File: config.mk
export PLATFORM = sky130hd
export DESIGN_NAME = lc3_operand_stage
export DESIGN_NICKNAME = d
export VERILOG_FILES = /design/src/rtl/lc3_alu_pkg.sv /design/src/rtl/lc3_regfile.sv /design/src/rtl/lc3_operand_stage.sv
export SDC_FILE = /design/constraint.sdc
export NUM_CORES = 1
export LEC_CHECK = 0
export BUFFER_PORTS_ARGS = -buffer_cell sky130_fd_sc_hd__buf_2
export CAP_MARGIN = 20
export CORE_MARGIN = 1.5
export CORE_UTILIZATION = 45
export DETAILED_ROUTE_END_ITERATION = 16
export PLACE_DENSITY = 0.59
export SLEW_MARGIN = 20
export SYNTH_ARGS = -nofsm -noshare
export SYNTH_HDL_FRONTEND = slang
export SYNTH_SLANG_ARGS = --single-unit
export TNS_END_PERCENT = 50
File: constraint.sdc
create_clock -name Clk -period 1.8 [get_ports Clk]
set_input_delay 0 -clock Clk [delete_from_list [all_inputs] [get_ports Clk]]
set_output_delay 0 -clock Clk [all_outputs]
set_load 0.02 [all_outputs]
File: src/rtl/lc3_alu_pkg.sv
// Shared types and constants for the LC-3 operand stage: opcodes, ALU
// control encoding, register/word types and the imm5 sign extender.
package lc3_alu_pkg;

    localparam int DATA_W    = 16;
    localparam int NUM_REGS  = 8;
    localparam int REG_IDX_W = 3;

    localparam logic [3:0] OP_ADD = 4'b0001;
    localparam logic [3:0] OP_AND = 4'b0101;
    localparam logic [3:0] OP_NOT = 4'b1001;

    typedef enum logic [1:0] {
        ALU_ADD  = 2'b00,
        ALU_AND  = 2'b01,
        ALU_NOT  = 2'b10,
        ALU_PASS = 2'b11
    } alu_ctrl_e;

    typedef logic [REG_IDX_W-1:0] reg_idx_t;
    typedef logic [DATA_W-1:0]    word_t;

    // imm5 (-16..+15) widened to a full data word
    function automatic word_t sext_imm5(input logic [4:0] imm);
        return {{(DATA_W-5){imm[4]}}, imm};
    endfunction

endpackage

File: src/rtl/lc3_regfile.sv
// 8x16 register file: two asynchronous read ports, one synchronous write
// port, synchronous active-high reset clearing every register (R0 included).
module lc3_regfile
    import lc3_alu_pkg::*;
(
    input  logic     clk,
    input  logic     reset,
    input  reg_idx_t rd_addr1,
    input  reg_idx_t rd_addr2,
    output word_t    rd_data1,
    output word_t    rd_data2,
    input  logic     wr_en,
    input  reg_idx_t wr_addr,
    input  word_t    wr_data
);

    word_t regs_q [NUM_REGS];
    word_t regs_d [NUM_REGS];

    // next-state: single write port, reset wins over a same-cycle write
    always_comb begin
        for (int i = 0; i < NUM_REGS; i++) begin
            regs_d[i] = regs_q[i];
        end
        if (reset) begin
            for (int i = 0; i < NUM_REGS; i++) begin
                regs_d[i] = '0;
            end
        end else if (wr_en) begin
            regs_d[wr_addr] = wr_data;
        end
    end

    // register array storage
    always_ff @(posedge clk) begin
        for (int i = 0; i < NUM_REGS; i++) begin
            regs_q[i] <= regs_d[i];
        end
    end

    assign rd_data1 = regs_q[rd_addr1];
    assign rd_data2 = regs_q[rd_addr2];

endmodule

File: src/rtl/lc3_operand_stage.sv
// LC-3 decode/operand-fetch stage feeding the ALU. Decodes ADD/AND/NOT,
// reads operands from the register file (with write-read bypass) and holds a
// one-entry registered output for the ALU.
//
// Handshake: a word moves on any edge where valid && ready are both high.
// On the input side in_ready = !out_valid || out_ready, so a new
// instruction can be accepted in the same cycle the held one is taken,
// giving one instruction per cycle. While out_valid && !out_ready the held
// outputs stay stable, except that a register write to one of the held
// entry's register sources refreshes that operand with the written data.
module lc3_operand_stage
    import lc3_alu_pkg::*;
(
    input  logic        Clk,
    input  logic        Reset,
    input  logic        in_valid,
    output logic        in_ready,
    input  logic [15:0] IR,
    input  logic        wb_en,
    input  logic [2:0]  wb_dr,
    input  logic [15:0] wb_data,
    output logic        out_valid,
    input  logic        out_ready,
    output logic [15:0] SR1,
    output logic [15:0] SR2,
    output logic [1:0]  ALUControl,
    output logic [2:0]  DR,
    output logic        illegal_op
);

    // held output entry
    logic      out_valid_q, out_valid_d;
    word_t     sr1_q, sr1_d;
    word_t     sr2_q, sr2_d;
    alu_ctrl_e alu_q, alu_d;
    reg_idx_t  dr_q, dr_d;
    logic      illegal_q, illegal_d;
    // source bookkeeping for the held-entry refresh
    reg_idx_t  src1_q, src1_d;
    reg_idx_t  src2_q, src2_d;
    logic      src2_reg_q, src2_reg_d;

    // decode signals
    logic [3:0] opcode;
    reg_idx_t   ir_src1;
    reg_idx_t   ir_src2;
    logic       ir_imm;
    logic       is_add;
    logic       is_and;
    logic       is_not;
    logic       is_alu;
    logic       accept;
    logic       transfer;
    logic       hold;

    word_t rf_rd1;
    word_t rf_rd2;
    word_t op1;
    word_t op2;

    lc3_regfile u_regfile (
        .clk      (Clk),
        .reset    (Reset),
        .rd_addr1 (ir_src1),
        .rd_addr2 (ir_src2),
        .rd_data1 (rf_rd1),
        .rd_data2 (rf_rd2),
        .wr_en    (wb_en),
        .wr_addr  (wb_dr),
        .wr_data  (wb_data)
    );

    assign opcode  = IR[15:12];
    assign ir_src1 = IR[8:6];
    assign ir_src2 = IR[2:0];
    assign ir_imm  = IR[5];
    assign is_add  = (opcode == OP_ADD);
    assign is_and  = (opcode == OP_AND);
    assign is_not  = (opcode == OP_NOT);
    assign is_alu  = is_add || is_and || is_not;

    assign in_ready = !out_valid_q || out_ready;
    assign accept   = in_valid && in_ready;
    assign transfer = out_valid_q && out_ready;
    assign hold     = out_valid_q && !out_ready;

    // operand read with bypass of a same-cycle register write
    always_comb begin
        op1 = rf_rd1;
        op2 = rf_rd2;
        if (wb_en && (wb_dr == ir_src1)) begin
            op1 = wb_data;
        end
        if (wb_en && (wb_dr == ir_src2)) begin
            op2 = wb_data;
        end
    end

    // next-state for the output entry: accept/decode, drain, or hold+refresh
    always_comb begin
        out_valid_d = out_valid_q;
        sr1_d       = sr1_q;
        sr2_d       = sr2_q;
        alu_d       = alu_q;
        dr_d        = dr_q;
        illegal_d   = 1'b0;
        src1_d      = src1_q;
        src2_d      = src2_q;
        src2_reg_d  = src2_reg_q;

        if (accept) begin
            if (is_alu) begin
                out_valid_d = 1'b1;
                dr_d        = IR[11:9];
                src1_d      = ir_src1;
                src2_d      = ir_src2;
                sr1_d       = op1;
                if (is_not) begin
                    alu_d      = ALU_NOT;
                    sr2_d      = '0;
                    src2_reg_d = 1'b0;
                end else begin
                    alu_d      = is_add ? ALU_ADD : ALU_AND;
                    src2_reg_d = !ir_imm;
                    sr2_d      = ir_imm ? sext_imm5(IR[4:0]) : op2;
                end
            end else begin
                // non-ALU opcode: consumed, flagged, no output produced
                out_valid_d = 1'b0;
                illegal_d   = 1'b1;
            end
        end else if (transfer) begin
            out_valid_d = 1'b0;
        end else if (hold && wb_en) begin
            if (wb_dr == src1_q) begin
                sr1_d = wb_data;
            end
            if (src2_reg_q && (wb_dr == src2_q)) begin
                sr2_d = wb_data;
            end
        end

        if (Reset) begin
            out_valid_d = 1'b0;
            sr1_d       = '0;
            sr2_d       = '0;
            alu_d       = ALU_ADD;
            dr_d        = '0;
            illegal_d   = 1'b0;
            src1_d      = '0;
            src2_d      = '0;
            src2_reg_d  = 1'b0;
        end
    end

    // output entry registers
    always_ff @(posedge Clk) begin
        out_valid_q <= out_valid_d;
        sr1_q       <= sr1_d;
        sr2_q       <= sr2_d;
        alu_q       <= alu_d;
        dr_q        <= dr_d;
        illegal_q   <= illegal_d;
        src1_q      <= src1_d;
        src2_q      <= src2_d;
        src2_reg_q  <= src2_reg_d;
    end

    assign out_valid  = out_valid_q;
    assign SR1        = sr1_q;
    assign SR2        = sr2_q;
    assign ALUControl = alu_q;
    assign DR         = dr_q;
    assign illegal_op = illegal_q;

endmodule

==> impl_results.md, run 1 <==
* # clock sinks at 174
* Clock root buffer: clkbuf_16
* Max-cap violations at 0
* Crit Path Category: reg2reg
* Yosys warning count at 0
* Status: finished, final reports clean
* DIE HEIGHT at 143 µm
* Worst-path maximum fanout at 9
* Distinct cells, synth at 44
* P&R area growth vs syn at 21.8%
* Post-route setup slack at 0.0615 ns
* TritonCTS clock tree: built
* RD Place Congestion at 0.851
* Total track usage at 0.291
* RSZ-0062 raised after global routing: no
* Max-slew violation count at 0
* Insertion delay to the later sink of the worst-skew pair at 0.44 ns
* Peak VDD IR at 0.574 mV
* Worst hold path depth at 3
* First-pass GRT wire length at 43900 µm
* Post-synth top area cell: dfxtp_1
* Mapped Cells at 974
* Clock skew at 0.00714 ns
* Fin Hold WS at 0.0194 ns
* Grt peak-use layer: met2
* Peak Freq at 0.575 GHz
* Flop2flop setup slack at 0.06 ns
* Met3 usage at 0.0520
* Least-Margin Pin Slew at 0.469 ns
* PortBufs at 79
* Count leader, synth: nand2_1
* Startpoint class of the critical path: register
* Worst path bufs/invs at 1
* Worst-case clock buffer depth at 2
* Endpoints failing setup at 0
* Post-synth EDFFs at 0
* Antenna viol nets, final at 0
* Post-synth top cells: nand2_1 (270), dfxtp_1 (174), a21oi_1 (131), mux4_2 (64), clkbuf_1 (58)
* Reg2reg start: out_valid
* Cell chain of the critical path: nand2b_1 > nand2_1 > a41o_2 > buf_4 > a211oi_2 > o32ai_2
* GRT overflow at 0
* Synth top area share at 0.395
* Slew HR at 0.687
* Hold Path End: src1_q[0]
* CTS buffer count at 17
* M2 GR Usage at 0.469
* Final count of hold timing violations at 0
* Fin Setup TNS at 0 ns
* Yosys reg bits at 174
* Vias/cell at 5.83
* Synth area leaders: dfxtp_1 (40%), mux4_2 (16%), nand2_1 (11%)
* PwrDens at 827 nW/µm²
* Initial antenna violation count at 1
* Met1 usage at 0.393
* Post-Synthesis Mean Instance Area at 9.05 µm²
* Syn Nets at 1014
* Slowest stage delay, CP at 0.35 ns
* Share of layout cells above drive strength 1 at 0.271
* R2R depth at 6
* Number of diodes at 0
* Wire length per cell at 21.3 µm
* Final WL at 29000 µm
* Core area at 19300 µm²
* Die ar. at 20400 µm²
* Crit path max-delay family: compound AO/OA/AOI/OAI gates
* Critical-path top delay cell: a41o_2
* WP data required at 2.12 ns
* Post-synthesis async set-or-reset flop share at 0
* H-tree Lvls at 4
* Drt initial violations at 689
* Hold Crit Class: in2reg
* Register area share after synthesis at 0.395
* Synth Flop Type: dfxtp_1
* Min cycle time layout at 1.74 ns
* Post-layout net count at 1119
* Setup Buffers After CTS at 0
* Top Ports at 80
* DP Worst Slack at -0.162 ns
* CP Data Arrival Time at 2.06 ns
* Reg-to-Reg End: SR1[10]
* Row Count at 51
* Largest net degree at the start of global routing at 89
* DP HPWL at 18800 µm
* Starting Density at 0.456
* Netlist area before placement at 8820 µm²
* P_leak at 3.96 nW
* Pre-antenna DRT Iters at 5
* Worst setup EP type: register
* FILL cells at 1741
* Clock Pin Slew Worst Setup and Hold Paths at 0.07 ns
* Remaining DRCs at 0
* Hold path start: IR[6]
* Die X at 143 µm
* Vias in the first global route at 7353
* Final worst path period share at 0.966
* Vias at 7910
==> power by group <==
| part | total, W | switching (W) | internal, W |
|---|---|---|---|
| combinational | 0.00117 | 0.000690 | 0.000485 |
| sequential | 0.00401 | 0.0000682 | 0.00394 |
| clock | 0.00369 | 0.00174 | 0.00195 |
==> kinds of logic after synthesis <==
group / synth area share
AO/OA/AOI/OAI: 0.160
XOR/XNOR: 0.0119
buffers and inverters: 0.0531
flip-flops: 0.395
multiplexers: 0.190
AND/OR/NAND/NOR: 0.189
==> routing by layer <==
layer | vias to the layer above | part of all wire
li1 | 3628 | -
met2 | 351 | 0.47
met3 | 61 | 0.073
met5 | - | 0.00035
met4 | 2 | 0.022
met1 | 3868 | 0.44
==> registers in the layout, indices dropped and copies added, names as in the netlist <==
| name | flops |
|---|---|
| src2_q | 3 |
| SR1 | 16 |
| DR | 3 |
| ALUControl | 2 |
| u_regfile.regs_q | 128 |
| src1_q | 3 |
| SR2 | 16 |
| illegal_op | 1 |
| out_valid | 1 |
| src2_reg_q | 1 |
==> stage by stage <==
step / cell area, µm² / util / std cells / total power, W
CTS: 10700 / 0.554 / 1357 / 0.00889
global placement: 9850 / 0.509 / 1299 / 0.00519
global route: 10700 / 0.555 / 1357 / 0.00915
floorplan: 8820 / - / 974 / 0.00477
detailed placement: 9850 / 0.509 / 1299 / 0.00520
finish: 10700 / 0.555 / 1357 / 0.00888
==> worst max-delay path by stage <==
stage / startpoint / to / slack (ns) / depth (start not counted)
floorplan: out_valid / SR1[0] / 0.04 / 8
global placement: out_valid / SR1[1] / -0.15 / 6
detailed placement: out_valid / SR1[1] / -0.16 / 6
CTS: out_valid / SR1[1] / 0.01 / 6
global route: out_valid / SR1[6] / 0.009 / 6
finish: out_valid / SR1[10] / 0.06 / 6
==> area by class of cell <==
type | count | area, µm² | area share
inverters | 6 | 22.5 | 0.00210
well taps | 265 | 332 | 0.0309
flip-flops and latches | 174 | 3480 | 0.325
clock inverters | 15 | 153 | 0.0142
repair buffers | 180 | 1400 | 0.130
clock buffers | 17 | 425 | 0.0396
multi-input cells | 700 | 4920 | 0.458
==> tightest hold or removal path, cell delays in order <==
cell and delay, ns:
buf_2 0.20, mux2i_1 0.16, nor2_1 0.05
==> layout by cell type (no fill, tap or decap), types with 2 or more instances in the layout <==
cell           instances
a211oi_1              19
a211oi_2              12
a21oi_1              131
a22oi_1               11
buf_12                14
buf_2                 78
buf_4                 61
clkbuf_16             17
clkinv_4               3
clkinvlp_4             3
dfxtp_1              173
dlygate4sd3_1         26
inv_1                  6
inv_6                  4
inv_8                  3
mux2_2                12
mux2i_1               10
mux4_2                64
nand2_1              270
nand2b_1              23
nand3_1                8
nand4_1                3
nor2_1                53
nor2b_1               23
nor3_1                 2
nor3_2                 3
o21a_1                 4
o22ai_1                4
o31a_1                 4
o32ai_1                5
o32ai_2               11
xnor2_1                8
xor2_1                 4
==> repair_timing <==
| item | CTS | global route |
|---|---|---|
| hold endpoints to repair | 143 | 0 |
| resized for setup | 4 | 6 |
| pin swaps | 0 | 0 |
| hold buffers | 26 | 0 |
| setup endpoints to repair | 4 | 6 |
Power figures use the tool's default switching activity.
==> run 2: changes to the inputs <==
CORE_ASPECT_RATIO = 0.9   (was default)
HOLD_SLACK_MARGIN = 0.08   (was default)
==> impl_results.md, run 2 (same netlist as run 1, synthesis figures left out) <==
* Status: finished, final reports clean
* Startpoint class of the critical path: register
* Clock root buffer: clkbuf_16
* RD Place Congestion at 0.805
* # clock sinks at 174
* CP Data Arrival Time at 2.04 ns
* Antenna viol nets, final at 0
* Vias at 7778
* Max-cap violations at 0
* Wire length per cell at 21.2 µm
* Placed cell count at 1286
* Slowest stage delay, CP at 0.37 ns
* Cell chain of the critical path: xnor2_1 > nand2_1 > o41ai_4 > nand2b_1 > buf_12 > o32ai_1
* First-pass GRT wire length at 43300 µm
* Top Ports at 80
* Clock Pin Slew Worst Setup and Hold Paths at 0.06 ns
* Largest register by flop count: u_regfile.regs_q
* Crit Path Category: reg2reg
* PortBufs at 79
* H-tree Lvls at 4
* Max-slew violation count at 0
* Fin Setup TNS at 0 ns
* GRT overflow at 0
* Hold Crit Class: in2reg
* Total track usage at 0.288
* Worst-path maximum fanout at 16
* Post-layout net count at 1123
* Non-Filler Instances at 1344
* P_leak at 4.00 nW
* Peak Freq at 0.582 GHz
* Share of layout cells above drive strength 1 at 0.261
* Overall power at 0.00916 W
* Commonest non-fill, non-tap cells in the layout: nand2_1 (270), dfxtp_1 (173), a21oi_1 (131)
* DP HPWL at 18400 µm
* Die ar. at 20400 µm²
* WP data required at 2.12 ns
* Largest register FFs at 128
* Worst setup EP type: register
* Worst hold path depth at 5
* Peak VDD IR at 0.478 mV
* Clock skew at 0.00790 ns
* Die X at 151 µm
* Starting Density at 0.459
* Least-Margin Pin Slew at 0.540 ns
* Worst-case clock buffer depth at 2
* Initial antenna violation count at 1
* PwrDens at 853 nW/µm²
* R2R depth at 6
* Final count of hold timing violations at 0
* Min cycle time layout at 1.72 ns
* Pre-antenna DRT Iters at 6
* Remaining DRCs at 0
* Core area at 19200 µm²
* Slew HR at 0.639
* DIE HEIGHT at 136 µm
* Row Count at 48
* Vias/cell at 5.79
* Drt initial violations at 656
* TritonCTS clock tree: built
* Largest net degree at the start of global routing at 85
* P&R area growth vs syn at 21.8%
* Number of diodes at 0
* Endpoints failing setup at 0
* Vias in the first global route at 7328
* Final worst path period share at 0.955
* Insertion delay to the later sink of the worst-skew pair at 0.43 ns
* Critical-path top delay cell: o41ai_4
* Most common cell after layout, fill and taps aside: nand2_1
* CTS buffer count at 17
* Final WL at 28500 µm
-- run 2: area by class of cell --
type                            instances  area, µm²
Clock buffer                           24        502
Clock inverter                          6        130
Timing Repair Buffer                  184       1410
Sequential cell                       174       3480
Tap cell                              250        313
Inverter                                6       22.5
Fill cell                            1711       8480
Multi-Input combinational cell        700       4880
-- run 2: worst max-delay path: cells and delay by family (launching register included) --
kind            cells  cell delay [ns]
simple gates        2             0.26
flops               1             0.32
buf+inv             1             0.19
xor+xnor            1             0.17
compound gates      2             0.67
-- run 2: per-stage QoR --
stage | hold slack, ns | setup WS (ns) | util | instance area [µm²]
6_report | 0.108 | 0.0817 | 0.559 | 10700
3_3_place_gp | 0.228 | 0.0147 | 0.511 | 9820
3_5_place_dp | 0.241 | -0.00806 | 0.511 | 9820
4_1_cts | 0.0896 | 0.00399 | 0.558 | 10700
2_1_floorplan | 0.133 | 0.0432 | - | 8820
5_1_grt | 0.140 | -0.00463 | 0.559 | 10700
-- run 2: power by group --
part / internal (W) / total (W) / leakage [nW] / switching [W]
logic: 0.000481 / 0.00116 / 2.28 / 0.000682
clock network: 0.00249 / 0.00399 / 0.312 / 0.00150
registers: 0.00395 / 0.00401 / 1.41 / 0.0000644
-- run 2: routing by layer --
layer  track usage  vias to the layer above  part of all wire
met4        0.0904                        0             0.024
li1              -                     3622                 -
met2         0.461                      312              0.46
met1         0.387                     3789              0.43
met3        0.0633                       55             0.082
met5             0                        -                 0
-- run 2: timing repair --
item | in CTS | in global routing
buffers inserted | 0 | 0
hold buffers | 28 | 0
resized for setup | 0 | 2
endpoints found under the setup margin | 0 | 3
hold endpoints to repair | 164 | 0
-- run 2: final timing paths --
kind | start | end | slack (ns)
min reg2reg | u_regfile.regs_q[2][7] | u_regfile.regs_q[2][7] | 0.47
min | IR[5] | src2_reg_q | 0.11
max reg2reg | src1_q[2] | SR1[6] | 0.08
max | src1_q[2] | SR1[6] | 0.08
==> run 3: changes to the inputs <==
BUFFER_PORTS_ARGS = -buffer_cell sky130_fd_sc_hd__buf_4   (was -buffer_cell sky130_fd_sc_hd__buf_2)
SKIP_CTS_REPAIR_TIMING = 1   (was default)
==> impl_results.md, run 3 (same netlist as run 1, synthesis figures left out) <==
* Fin Setup TNS at 0 ns
* Flop2flop setup slack at 0.06 ns
* Core area at 19200 µm²
* Slew HR at 0.682
* Max-slew violation count at 0
* P&R area growth vs syn at 24.3%
* Largest register FFs at 128
* Status: finished, final reports clean
* Max-cap violations at 0
* Commonest non-fill, non-tap cells in the layout: nand2_1 (270), dfxtp_1 (173), buf_4 (146)
* WP data required at 2.10 ns
* # clock sinks at 174
* CTS buffer count at 17
* Final count of hold timing violations at 0
* Clock root buffer: clkbuf_16
* Number of diodes at 0
* Crit. Startpoint: IR[15]
* Crit Path Category: in2reg
* Die X at 151 µm
* Largest register by flop count: u_regfile.regs_q
* Die ar. at 20400 µm²
* TritonCTS clock tree: built
* CP Data Arrival Time at 2.06 ns
* Critical-path top delay cell: dlygate4sd3_1
* Vias/cell at 5.76
* GRT overflow at 0
* Most Frequent Cell on Critical Path: buf_4
* Most common cell after layout, fill and taps aside: nand2_1
* H-tree Lvls at 4
* Vias in the first global route at 7139
* Share of layout cells above drive strength 1 at 0.267
* DP HPWL at 18800 µm
* DIE HEIGHT at 136 µm
* Slowest stage delay, CP at 0.53 ns
* Clock Pin Slew Worst Setup and Hold Paths at 0.07 ns
* Remaining DRCs at 0
* Placement Cell Area at 10100 µm²
* Crit path to: SR2[15]
* Hold Crit Class: in2reg
* Startpoint class of the critical path: input port
* Worst hold path depth at 4
* Wire length per cell at 21.0 µm
* Cell chain of the critical path: dlygate4sd3_1 > buf_4 > nor4bb_1 > buf_4 > a21o_1 > o21bai_1 > buf_12 > a22oi_1 > a211oi_1
* Endpoints failing setup at 0
* Reg-to-Reg End: SR1[2]
* Vias at 7778
* Largest net degree at the start of global routing at 104
* Worst-case clock buffer depth at 2
* Clock skew at 0.00799 ns
* Insertion delay to the later sink of the worst-skew pair at 0.43 ns
* Initial antenna violation count at 0
* Least-Margin Pin Slew at 0.478 ns
* PortBufs at 79
* Starting Density at 0.459
* Final WL at 28400 µm
* Final worst path period share at 0.975
* P_leak at 4.04 nW
* Placed cell count at 1289
* Reg2reg start: out_valid
* Worst setup EP type: register
* PwrDens at 826 nW/µm²
* Non-Filler Instances at 1351
* RSZ-0062 raised after global routing: no
* Design Area, Final at 11000 µm²
* Post-layout net count at 1128
* RD Place Congestion at 0.821
* Pre-antenna DRT Iters at 5
* Worst-path maximum fanout at 11
* Antenna viol nets, final at 0
* Drt initial violations at 723
* Peak Freq at 0.570 GHz
* Row Count at 48
* Min cycle time layout at 1.76 ns
* First-pass GRT wire length at 42300 µm
* R2R depth at 6
* Total track usage at 0.281
* Peak VDD IR at 0.546 mV
* Top Ports at 80
[run 3: worst min-delay path by stage]
| stage | start | endpoint | slack, ns |
|---|---|---|---|
| 2_1_floorplan | in_valid | out_valid | 0.13 |
| 3_3_place_gp | IR[11] | DR[2] | 0.23 |
| 3_5_place_dp | IR[11] | DR[2] | 0.25 |
| 4_1_cts | IR[10] | DR[1] | -0.22 |
| 5_1_grt | IR[2] | SR2[2] | 0.09 |
| 6_report | IR[2] | SR2[2] | 0.10 |
[run 3: area by class of cell]
class                           instances  area (µm²)
Clock buffer                           17         425
Clock inverter                         15         176
Fill cell                            1702        8260
Inverter                                6        22.5
Multi-Input combinational cell        700        4870
Sequential cell                       174        3480
Tap cell                              250         313
Timing Repair Buffer                  189        1670
[run 3: stage by stage]
step / hold WS, ns / setup slack [ns] / util / total power (W)
after global routing: 0.0916 / 0.00351 / 0.570 / 0.00934
after CTS: -0.218 / 0.0844 / 0.555 / 0.00904
final: 0.100 / 0.0450 / 0.570 / 0.00906
after floorplan: 0.133 / 0.0432 / - / 0.00477
after global placement: 0.234 / 0.0466 / 0.523 / 0.00524
after detailed placement: 0.245 / 0.0492 / 0.523 / 0.00524
[run 3: per-layer routing]
layer,vias to the layer above,wire length (µm),GRT usage
met5,-,0,0
met4,0,582,0.0915
met3,46,2070,0.0542
met2,332,13400,0.449
met1,3755,12300,0.382
li1,3645,-,-
[run 3: critical path, delay by kind of cell]
family / cells / cell delay [ns]
compound gates: 4 / 0.74
simple gates: 1 / 0.31
buf+inv: 4 / 1.01
[run 3: report_power, final]
part           leakage, nW  switching [W]  total [W]  internal (W)
Sequential            1.41      0.0000694    0.00401       0.00394
Combinational         2.34       0.000677    0.00121      0.000531
Clock                0.290        0.00173    0.00384       0.00210
